<file path="src/rtl/reg_file_2r1w.sv">
`default_nettype none
// ============================================================================
// Module   : reg_file_2r1w
// Purpose  : General-purpose architectural register file. One write port
//            with per-byte enables, two independent registered read ports
//            with read-valid flags, optional write-to-read bypass and an
//            optional hardwired-zero register 0. Storage is built from
//            per-bit enable/reset flip-flops that hold when not enabled.
// Ports    : clk_i      - clock, all state updates on the rising edge
//            reset_i    - synchronous active-high reset
//            we_i       - write enable
//            waddr_i    - write address [AW-1:0]
//            wdata_i    - write data [WIDTH-1:0]
//            wbe_i      - byte enables [WIDTH/8-1:0], bit i gates byte i
//            re0_i      - read-port-0 request
//            raddr0_i   - read-port-0 address [AW-1:0]
//            rdata0_o   - read-port-0 data (registered)
//            rvalid0_o  - rdata0_o holds a fresh result this cycle
//            re1_i      - read-port-1 request
//            raddr1_i   - read-port-1 address [AW-1:0]
//            rdata1_o   - read-port-1 data (registered)
//            rvalid1_o  - rdata1_o holds a fresh result this cycle
//            werr_o     - one-cycle pulse after a write to an address >= DEPTH
// Revision : 1.0 - initial release
// ============================================================================
module reg_file_2r1w #(
  parameter int WIDTH     = 32,   // multiple of 8
  parameter int DEPTH     = 8,    // >= 2
  parameter int AW        = 3,    // DEPTH <= 2**AW
  parameter bit BYPASS    = 1'b1,
  parameter bit ZERO_REG0 = 1'b0
) (
  input  logic               clk_i,
  input  logic               reset_i,
  input  logic               we_i,
  input  logic [AW-1:0]      waddr_i,
  input  logic [WIDTH-1:0]   wdata_i,
  input  logic [WIDTH/8-1:0] wbe_i,
  input  logic               re0_i,
  input  logic [AW-1:0]      raddr0_i,
  output logic [WIDTH-1:0]   rdata0_o,
  output logic               rvalid0_o,
  input  logic               re1_i,
  input  logic [AW-1:0]      raddr1_i,
  output logic [WIDTH-1:0]   rdata1_o,
  output logic               rvalid1_o,
  output logic               werr_o
);

  localparam int NBYTES = WIDTH / 8;
  // The decoded address space covers every encodable address so that an
  // out-of-range read simply indexes an all-zero slot.
  localparam int NSLOTS = 2 ** AW;
  // One extra bit so that DEPTH == 2**AW is representable.
  localparam logic [AW:0] DEPTH_LIM = (AW+1)'(DEPTH);

  // --------------------------------------------------------------------------
  // Write decode
  // --------------------------------------------------------------------------
  logic             wr_in_range;
  logic             wr_drop_zero;
  logic             wr_go;
  logic [WIDTH-1:0] wmask;

  assign wr_in_range  = ({1'b0, waddr_i} < DEPTH_LIM);
  assign wr_drop_zero = ZERO_REG0 && (waddr_i == '0);
  assign wr_go        = we_i && wr_in_range && !wr_drop_zero;

  // Byte enables expanded to a per-bit mask; shared by storage and bypass.
  always_comb begin
    wmask = '0;
    for (int i = 0; i < NBYTES; i++) begin
      wmask[8*i +: 8] = {8{wbe_i[i]}};
    end
  end

  // --------------------------------------------------------------------------
  // Storage
  // --------------------------------------------------------------------------
  logic [WIDTH-1:0] rf [NSLOTS];

  for (genvar r = 0; r < NSLOTS; r++) begin : g_slot
    if (r >= DEPTH) begin : g_unused
      assign rf[r] = '0;
    end else if (ZERO_REG0 && (r == 0)) begin : g_zero
      assign rf[r] = '0;
    end else begin : g_store
      logic             sel;
      logic [WIDTH-1:0] bit_en;

      assign sel    = wr_go && (waddr_i == AW'(r));
      assign bit_en = {WIDTH{sel}} & wmask;

      // Per-bit enable/reset flip-flop: clears on reset, loads when
      // enabled, otherwise holds.
      for (genvar b = 0; b < WIDTH; b++) begin : g_bit
        logic bit_q;

        always_ff @(posedge clk_i) begin
          if (reset_i) begin
            bit_q <= 1'b0;
          end else if (bit_en[b]) begin
            bit_q <= wdata_i[b];
          end
        end

        assign rf[r][b] = bit_q;
      end
    end
  end

  // --------------------------------------------------------------------------
  // Read ports
  // --------------------------------------------------------------------------
  for (genvar p = 0; p < 2; p++) begin : g_rport
    logic             re;
    logic [AW-1:0]    raddr;
    logic             bypass_hit;
    logic [WIDTH-1:0] rdata_d;
    logic [WIDTH-1:0] rdata_q;
    logic             rvalid_q;

    assign re    = (p == 0) ? re0_i    : re1_i;
    assign raddr = (p == 0) ? raddr0_i : raddr1_i;

    // wr_go already excludes out-of-range and dropped zero-register writes,
    // so a hit can only occur on a slot that really changes this cycle.
    assign bypass_hit = BYPASS && wr_go && (waddr_i == raddr);

    always_comb begin
      rdata_d = rf[raddr];
      if (bypass_hit) begin
        rdata_d = (rf[raddr] & ~wmask) | (wdata_i & wmask);
      end
    end

    // rdata holds when no read is requested; only rvalid drops.
    always_ff @(posedge clk_i) begin
      if (reset_i) begin
        rdata_q  <= '0;
        rvalid_q <= 1'b0;
      end else begin
        rvalid_q <= re;
        if (re) begin
          rdata_q <= rdata_d;
        end
      end
    end
  end

  assign rdata0_o  = g_rport[0].rdata_q;
  assign rvalid0_o = g_rport[0].rvalid_q;
  assign rdata1_o  = g_rport[1].rdata_q;
  assign rvalid1_o = g_rport[1].rvalid_q;

  // --------------------------------------------------------------------------
  // Write error flag
  // --------------------------------------------------------------------------
  logic werr_q;

  always_ff @(posedge clk_i) begin
    if (reset_i) begin
      werr_q <= 1'b0;
    end else begin
      werr_q <= we_i && !wr_in_range;
    end
  end

  assign werr_o = werr_q;

endmodule
`default_nettype wire

</file>
<file path="config.mk">
export PLATFORM = sky130hd
export DESIGN_NAME = reg_file_2r1w
export DESIGN_NICKNAME = d
export VERILOG_FILES = /design/src/rtl/reg_file_2r1w.sv
export SDC_FILE = /design/constraint.sdc
export NUM_CORES = 1
export LEC_CHECK = 0
export BUFFER_PORTS_ARGS = -buffer_cell sky130_fd_sc_hd__buf_2
export CORE_MARGIN = 2
export CORE_UTILIZATION = 55
export DETAILED_ROUTE_END_ITERATION = 16
export PLACE_DENSITY = 0.83
export SYNTH_ARGS = -nofsm -noshare
export SYNTH_HDL_FRONTEND = slang
export SYNTH_SLANG_ARGS = --single-unit
</file>
<file path="constraint.sdc">
create_clock -name clk_i -period 1.9 [get_ports clk_i]
set_input_delay 0.38 -clock clk_i [delete_from_list [all_inputs] [get_ports clk_i]]
set_output_delay 0.38 -clock clk_i [all_outputs]
set_load 0.1 [all_outputs]
</file>
Word level (Yosys, flattened, before mapping)
Index checks and enable logic that the tools add are counted.

Bits in registers: 322. Logic and storage cells: 306.

Magnitude comparators: 2. Equal/unequal tests: 9. Multiplexer cells: 8. Bitwise operators: 16. Reduce and logical (&&, ||, !) cells: 11.

Operator list (count): $and A32 B32 Y32 (11); $bmux W32 S3 (2); $mux W32 (6); $or A32 B32 Y32 (2); $not A32 Y32 (1); $eq A3 B3 Y1 const B (4); $logic_and A1 B1 Y1 (10); $ge A4 B4 Y1 const B (2); $not A3 Y4 (2); $eq A3 B2 Y1 const B (2); $eq A3 B3 Y1 (2); $eq A3 B1 Y1 const B (1); $logic_not A3 Y1 (1).

Depth between registers and ports, before layout
Gate-level depths: netlist of run 1.

Word-level depth: 7. Depth in mapped cells: 6. Depth with buffers taken out: 4.

Worst setup path before layout of run 1
Ideal clock, no wire load.

Path type: input port to flip-flop. Start point: in waddr_i[0]. End point: reg g_rport[1].rdata_q[0], in the netlist rdata1_o[0]. Arrival: 1.481 ns. Path slack: 0.279 ns. Cell stages on the path: 4. Buffers on the path: 1. Cell sequence: buf_4 > xor2_4 > o41ai_2 > o21ai_1.

Word-level cells in the longest chain between the ends: 3.

RTL lines: start: declaration (line 36) `input logic [AW-1:0] waddr_i,`; $eq A3 B3 Y1 (line 128) `assign bypass_hit = BYPASS && wr_go && (waddr_i == raddr);`; $logic_and A1 B1 Y1 (line 128); $mux W32 (line 132) `if (bypass_hit) begin`; end signal: assignment (line 145) `rdata_q <= rdata_d;`; end: declaration (line 120) `logic [WIDTH-1:0] rdata_q;`.

No other way between the ends. A chain may end at the register's enable or synchronous reset.

Worst setup path in the final report of run 1
Start point: reg g_rport[1].rdata_q[16], in the netlist rdata1_o[16]. End point: out rdata1_o[16].

RTL lines: end: declaration (line 45) `output logic [WIDTH-1:0] rdata1_o,`.

No word-level cell between the ends.

==> results.json, run 1 <==
{
  "power_density_nw_per_um2": 818,
  "finalMaxSlewViolations": 0,
  "max_slew_margin": 0.339,
  "synth_seq_cells": 322,
  "dp_hpwl_mm": 31.1,
  "max-vdd-ir-drop_v": 0.000748,
  "rows": 62,
  "cp_cell_sequence": "buf_2",
  "cp-start-kind": "flop",
  "grt_pass1_wl_mm": 75.9,
  "boundaryPins": 117,
  "yosys_warnings": 0,
  "clock_skew_ps": 9.02,
  "syn2layout_area_growth_pct": 13.8,
  "syn_avg_cell_area_sq_um": 9.61,
  "fmax_ghz": 0.549,
  "dr.pass1.iters": 7,
  "ys_seq_area_frac": 0.404,
  "fillCellCount": 2196,
  "die_h_microns": 174,
  "drive_gt1_frac": 0.232,
  "drt_wl_total_mm": 48.8,
  "h-tree-depth": 1,
  "worst_pin_slew_ps": 992,
  "hold_viol_final": 0,
  "wl_per_cell_microns": 22.9,
  "numCtsBuffers": 31,
  "cp_top_family": "buffers and inverters",
  "period_share": 0.959,
  "die_w_microns": 174,
  "io_buffers": 115,
  "grt_pass1_vias": 14125,
  "yosysUniqueCellTypes": 27,
  "outcome": "finished, final reports clean",
  "cts.sinks": 322,
  "path_class": "flop to output pin",
  "grt_max_degree": 225,
  "die-area_sq_um": 30400,
  "crit_slowest_cell": "buf_2",
  "synth.cell_area_sq_um": 16000,
  "cts_tree": "yes",
  "initial_core_util": 0.558,
  "syn_nets": 1711,
  "dpl.cell_count": 2074,
  "fp.coreArea_sq_um": 28600,
  "path_max_fanout": 2,
  "cts_setup_buffers": 0,
  "drc": 0,
  "clk_pin_slew_ps": 60,
  "worst-path-buf-inv": 1,
  "overflow": 0,
  "final_cells": 2132,
  "dr_total_vias": 14302,
  "ctsResizeCount": 0,
  "final_net_count": 1773,
  "grt_usage": 0.316,
  "timing.critical_path.arrival_ps": 1440,
  "slowest_delay_ps": 460,
  "cp_data_required_time_ps": 1520,
  "timing.setup.tns_ps": 0,
  "hp-class": "primary input to flop",
  "cp-end-kind": "output pin",
  "setup_viol": 0,
  "r2r_setup_slack_ps": 460,
  "vias_per_cell": 6.71,
  "cts_hold_buf": 0,
  "min_period_ps": 1820,
  "cts_buffer_depth": 3,
  "place_congestion": 0.886,
  "grt_antenna_before_repair": 3,
  "clkLatencyLatePin_ps": 570,
  "netlist_instances": 1661,
  "rsz0062_at_grt": "false",
  "drt_iter0_drc": 2112,
  "p_leak_nw": 6.17,
  "postRouteAntennaNets": 0,
  "cap_violations": 0,
  "root_buffer": "clkbuf_16"
}
registers in the layout, indices dropped and copies added (netlist names):
| name | count |
|---|---|
| rvalid0_o | 1 |
| g_slot.g_store.g_bit.bit_q | 256 |
| rvalid1_o | 1 |
| rdata0_o | 32 |
| rdata1_o | 32 |
report_power, final:
group	internal [mW]	leakage [nW]	total (mW)	switching (mW)
combinational	0.501	3.07	1.61	1.10
sequential	6.84	2.60	6.90	0.0633
clock	3.64	0.496	6.37	2.72
total	11.0	6.17	14.9	3.89
layer usage:
layer	wire length (microns)	vias to the layer above	global-route usage
met5	13	-	0
met4	2480	2	0.166
met3	5970	192	0.0676
met2	23000	958	0.511
met1	17400	6908	0.399
li1	-	6242	-
final cells by class:
cell class | count | area (sq um) | share of cell area
antenna | 2 | 5.00 | 0.000275
clock inverter | 15 | 201 | 0.0111
timing repair buffer | 201 | 1480 | 0.0816
tap | 384 | 480 | 0.0264
clock buffer | 41 | 833 | 0.0458
multi-input combinational | 1167 | 8730 | 0.480
sequential | 322 | 6450 | 0.355
Yosys cell counts:
master	number	area share
dfxtp_1	322	0.40
nand2_1	292	0.069
a21oi_1	256	0.080
nand3_1	256	0.080
mux4_2	128	0.18
clkbuf_1	92	0.022
a22oi_1	64	0.030
mux2i_1	64	0.040
o21ai_1	64	0.020
buf_2	48	0.015
buf_1	14	0.0033
buf_6	14	0.0099
nand4b_1	8	0.0044
nor4_4	8	0.011
xor2_4	6	0.010
o41ai_4	5	0.0086
buf_4	4	0.0019
and4b_1	3	0.0019
o41ai_2	3	0.0031
and4bb_2	2	0.0016
nor2_1	2	0.00047
and2b_1	1	0.00047
and4_1	1	0.00055
conb_1	1	0.00023
nor2b_1	1	0.00039
nor4b_4	1	0.0015
nor4bb_1	1	0.00063
logic make-up after synthesis:
group,count (synthesis),synth area share
simple gates,576,0.171
flops,322,0.404
other cells,1,0.000235
mux,192,0.221
xor+xnor,6,0.0103
buf+inv,172,0.0517
compound gates,392,0.142
cell usage in the layout (no fill, tap or decap), types with 4 or more instances in the layout:
| master | synthesis | routed |
|---|---|---|
| dfxtp_1 | 322 | 322 |
| nand2_1 | 292 | 292 |
| nand3_1 | 256 | 256 |
| a21oi_1 | 256 | 256 |
| mux4_2 | 128 | 128 |
| buf_2 | 48 | 112 |
| buf_4 | 4 | 68 |
| mux2i_1 | 64 | 64 |
| a22oi_1 | 64 | 64 |
| o21ai_1 | 64 | 64 |
| clkbuf_16 | 0 | 31 |
| buf_12 | 0 | 20 |
| nand4b_1 | 8 | 8 |
| nor4_4 | 8 | 8 |
| clkbuf_1 | 92 | 8 |
| xor2_4 | 6 | 6 |
| o41ai_4 | 5 | 5 |
| bufinv_16 | 0 | 4 |
path summary, 6_finish.rpt:
path,from,end,cells after the start
setup / recovery,rdata1_o[16]$_SDFFE_PP0P_,rdata1_o[16],1
hold / removal,reset_i,g_slot[6].g_store.g_bit[1].bit_q$_SDFFE_PP0P_,2
setup reg to reg,g_slot[7].g_store.g_bit[23].bit_q$_SDFFE_PP0P_,rdata0_o[23]$_SDFFE_PP0P_,3
hold reg to reg,g_slot[5].g_store.g_bit[28].bit_q$_SDFFE_PP0P_,g_slot[5].g_store.g_bit[28].bit_q$_SDFFE_PP0P_,2
stage by stage:
stage	power, mW	setup WS (ps)	utilization	hold slack (ps)	instance area (sq um)
finish	14.9	78.3	0.635	140	18200
global route	15.2	74.3	0.635	141	18200
CTS	14.8	99.1	0.635	122	18200
global placement	8.58	-149	0.599	451	17100
detailed placement	8.61	-162	0.599	459	17100
floorplan	8.15	279	-	443	16000
Power figures use the tool's default switching activity.
==> run 2: changes to the inputs <==
Clock period 1.9 ns to 2 ns, I/O delays scaled along.
==> results.json, run 2 (synthesized netlist as in run 1, its figures left out) <==
{
  "drive_gt1_frac": 0.238,
  "seq_area_sq_um": 6450,
  "h-tree-depth": 2,
  "final_net_count": 1790,
  "p_leak_nw": 6.24,
  "grt_max_degree": 124,
  "root_buffer": "clkbuf_16",
  "cp-end-kind": "output pin",
  "largest_reg_flops": 256,
  "hold_viol_final": 0,
  "rsz0062_at_grt": "false",
  "drc": 0,
  "dr.pass1.iters": 8,
  "dpl.cell_count": 2088,
  "clk_pin_slew_ps": 60,
  "outcome": "finished, final reports clean",
  "layout_commonest_cell": "dfxtp_1",
  "boundaryPins": 117,
  "min_period_ps": 1770,
  "power_density_nw_per_um2": 767,
  "cts_tree": "yes",
  "hp-class": "primary input to flop",
  "numCtsBuffers": 34,
  "fmax_ghz": 0.566,
  "drt_iter0_drc": 2074,
  "cts.sinks": 322,
  "period_share": 0.883,
  "max_slew_margin": 0.481,
  "post-route-cell-area_sq_um": 18300,
  "vias_per_cell": 6.73,
  "syn2layout_area_growth_pct": 14.6,
  "final_cells": 2147,
  "dp_worst_setup_slack_ps": -100,
  "top_register": "g_slot.g_store.g_bit.bit_q",
  "dp_hpwl_mm": 31.5,
  "postRouteAntennaNets": 0,
  "grt_pass1_vias": 14193,
  "ctsResizeCount": 0,
  "slowest_delay_ps": 450,
  "initial_core_util": 0.558,
  "crit_slowest_cell": "buf_2",
  "cp_data_required_time_ps": 1600,
  "die_h_microns": 174,
  "max-vdd-ir-drop_v": 0.000458,
  "rows": 62,
  "timing.critical_path.arrival_ps": 1370,
  "worst-path-buf-inv": 1,
  "dr_total_vias": 14440,
  "drt_wl_total_mm": 48.9,
  "path_class": "flop to output pin",
  "clkLatencyLatePin_ps": 520,
  "overflow": 0,
  "fillCellCount": 2187,
  "place_congestion": 0.904,
  "grt_antenna_before_repair": 5,
  "grt_pass1_wl_mm": 76.1,
  "final_cell_mix": "322 x dfxtp_1, 292 x nand2_1, 256 x nand3_1, 256 x a21oi_1, 128 x mux4_2",
  "fp.coreArea_sq_um": 28600,
  "wl_per_cell_microns": 22.8,
  "placed_area_sq_um": 17300,
  "total_power_mw": 14.0,
  "timing.setup.tns_ps": 0,
  "die_w_microns": 174,
  "die-area_sq_um": 30400,
  "cp_cell_sequence": "buf_2",
  "finalWorstSetupSlack_ps": 234,
  "cp_top_family": "buffers and inverters",
  "path_max_fanout": 2,
  "cp-start-kind": "flop",
  "worst_pin_slew_ps": 773,
  "cts_hold_buf": 0,
  "finalMaxSlewViolations": 0,
  "setup_viol": 0,
  "grt_usage": 0.317,
  "clock_skew_ps": 14.7,
  "io_buffers": 115,
  "cap_violations": 0,
  "cts_setup_buffers": 0,
  "cts_buffer_depth": 3,
  "multi_input_area_sq_um": 8730
}
## run 2: cell types whose count changed in the layout (fill, tap and decap cells not counted), sizes merged, moves of 2 or more
cell / before / now
buf: 201 / 215
bufinv: 4 / 0
clkbuf: 41 / 48
clkinvlp: 3 / 1
diode: 2 / 4
## run 2: layout make-up
cell class	instances	area share
diodes	4	0.000547
clock buffers	48	0.0538
multi-input cells	1167	0.477
well taps	384	0.0263
repair buffers	215	0.0881
flip-flops and latches	322	0.352
clock inverters	7	0.00226
## run 2: worst paths after layout
check	start	end	slack, ps	cells past startpoint
min reg2reg	g_slot[3].g_store.g_bit[10].bit_q$_SDFFE_PP0P_	g_slot[3].g_store.g_bit[10].bit_q$_SDFFE_PP0P_	470	2
min	wdata_i[29]	g_slot[0].g_store.g_bit[29].bit_q$_SDFFE_PP0P_	220	3
max reg2reg	g_slot[5].g_store.g_bit[8].bit_q$_SDFFE_PP0P_	rdata1_o[8]$_SDFFE_PP0P_	690	3
max	rdata1_o[17]$_SDFFE_PP0P_	rdata1_o[17]	230	1
## run 2: worst reg2reg max path, delay by kind of cell, from the launching register on
kind | cells | cell delay [ps]
compound gates | 1 | 100
flops | 1 | 330
mux | 2 | 760
## run 2: metrics by stage
step | hold WS (ps) | util
floorplan | 443 | -
global placement | 450 | 0.603
detailed placement | 458 | 0.603
CTS | 219 | 0.639
global route | 229 | 0.639
finish | 224 | 0.639
## run 2: where the power goes
| part | total (mW) | switching, mW | internal, mW | leakage, nW |
|---|---|---|---|---|
| Combinational | 1.53 | 1.05 | 0.483 | 3.14 |
| Clock | 5.95 | 2.54 | 3.41 | 0.507 |
| Sequential | 6.56 | 0.0616 | 6.50 | 2.60 |
| Total | 14.0 | 3.65 | 10.4 | 6.24 |
## run 2: per-layer routing
metal	wire length [microns]	global-route usage	vias to the layer above
met5	31	0	-
met1	17400	0.406	6912
met3	5940	0.0641	224
met4	2700	0.186	4
met2	22900	0.499	1035
li1	-	-	6265
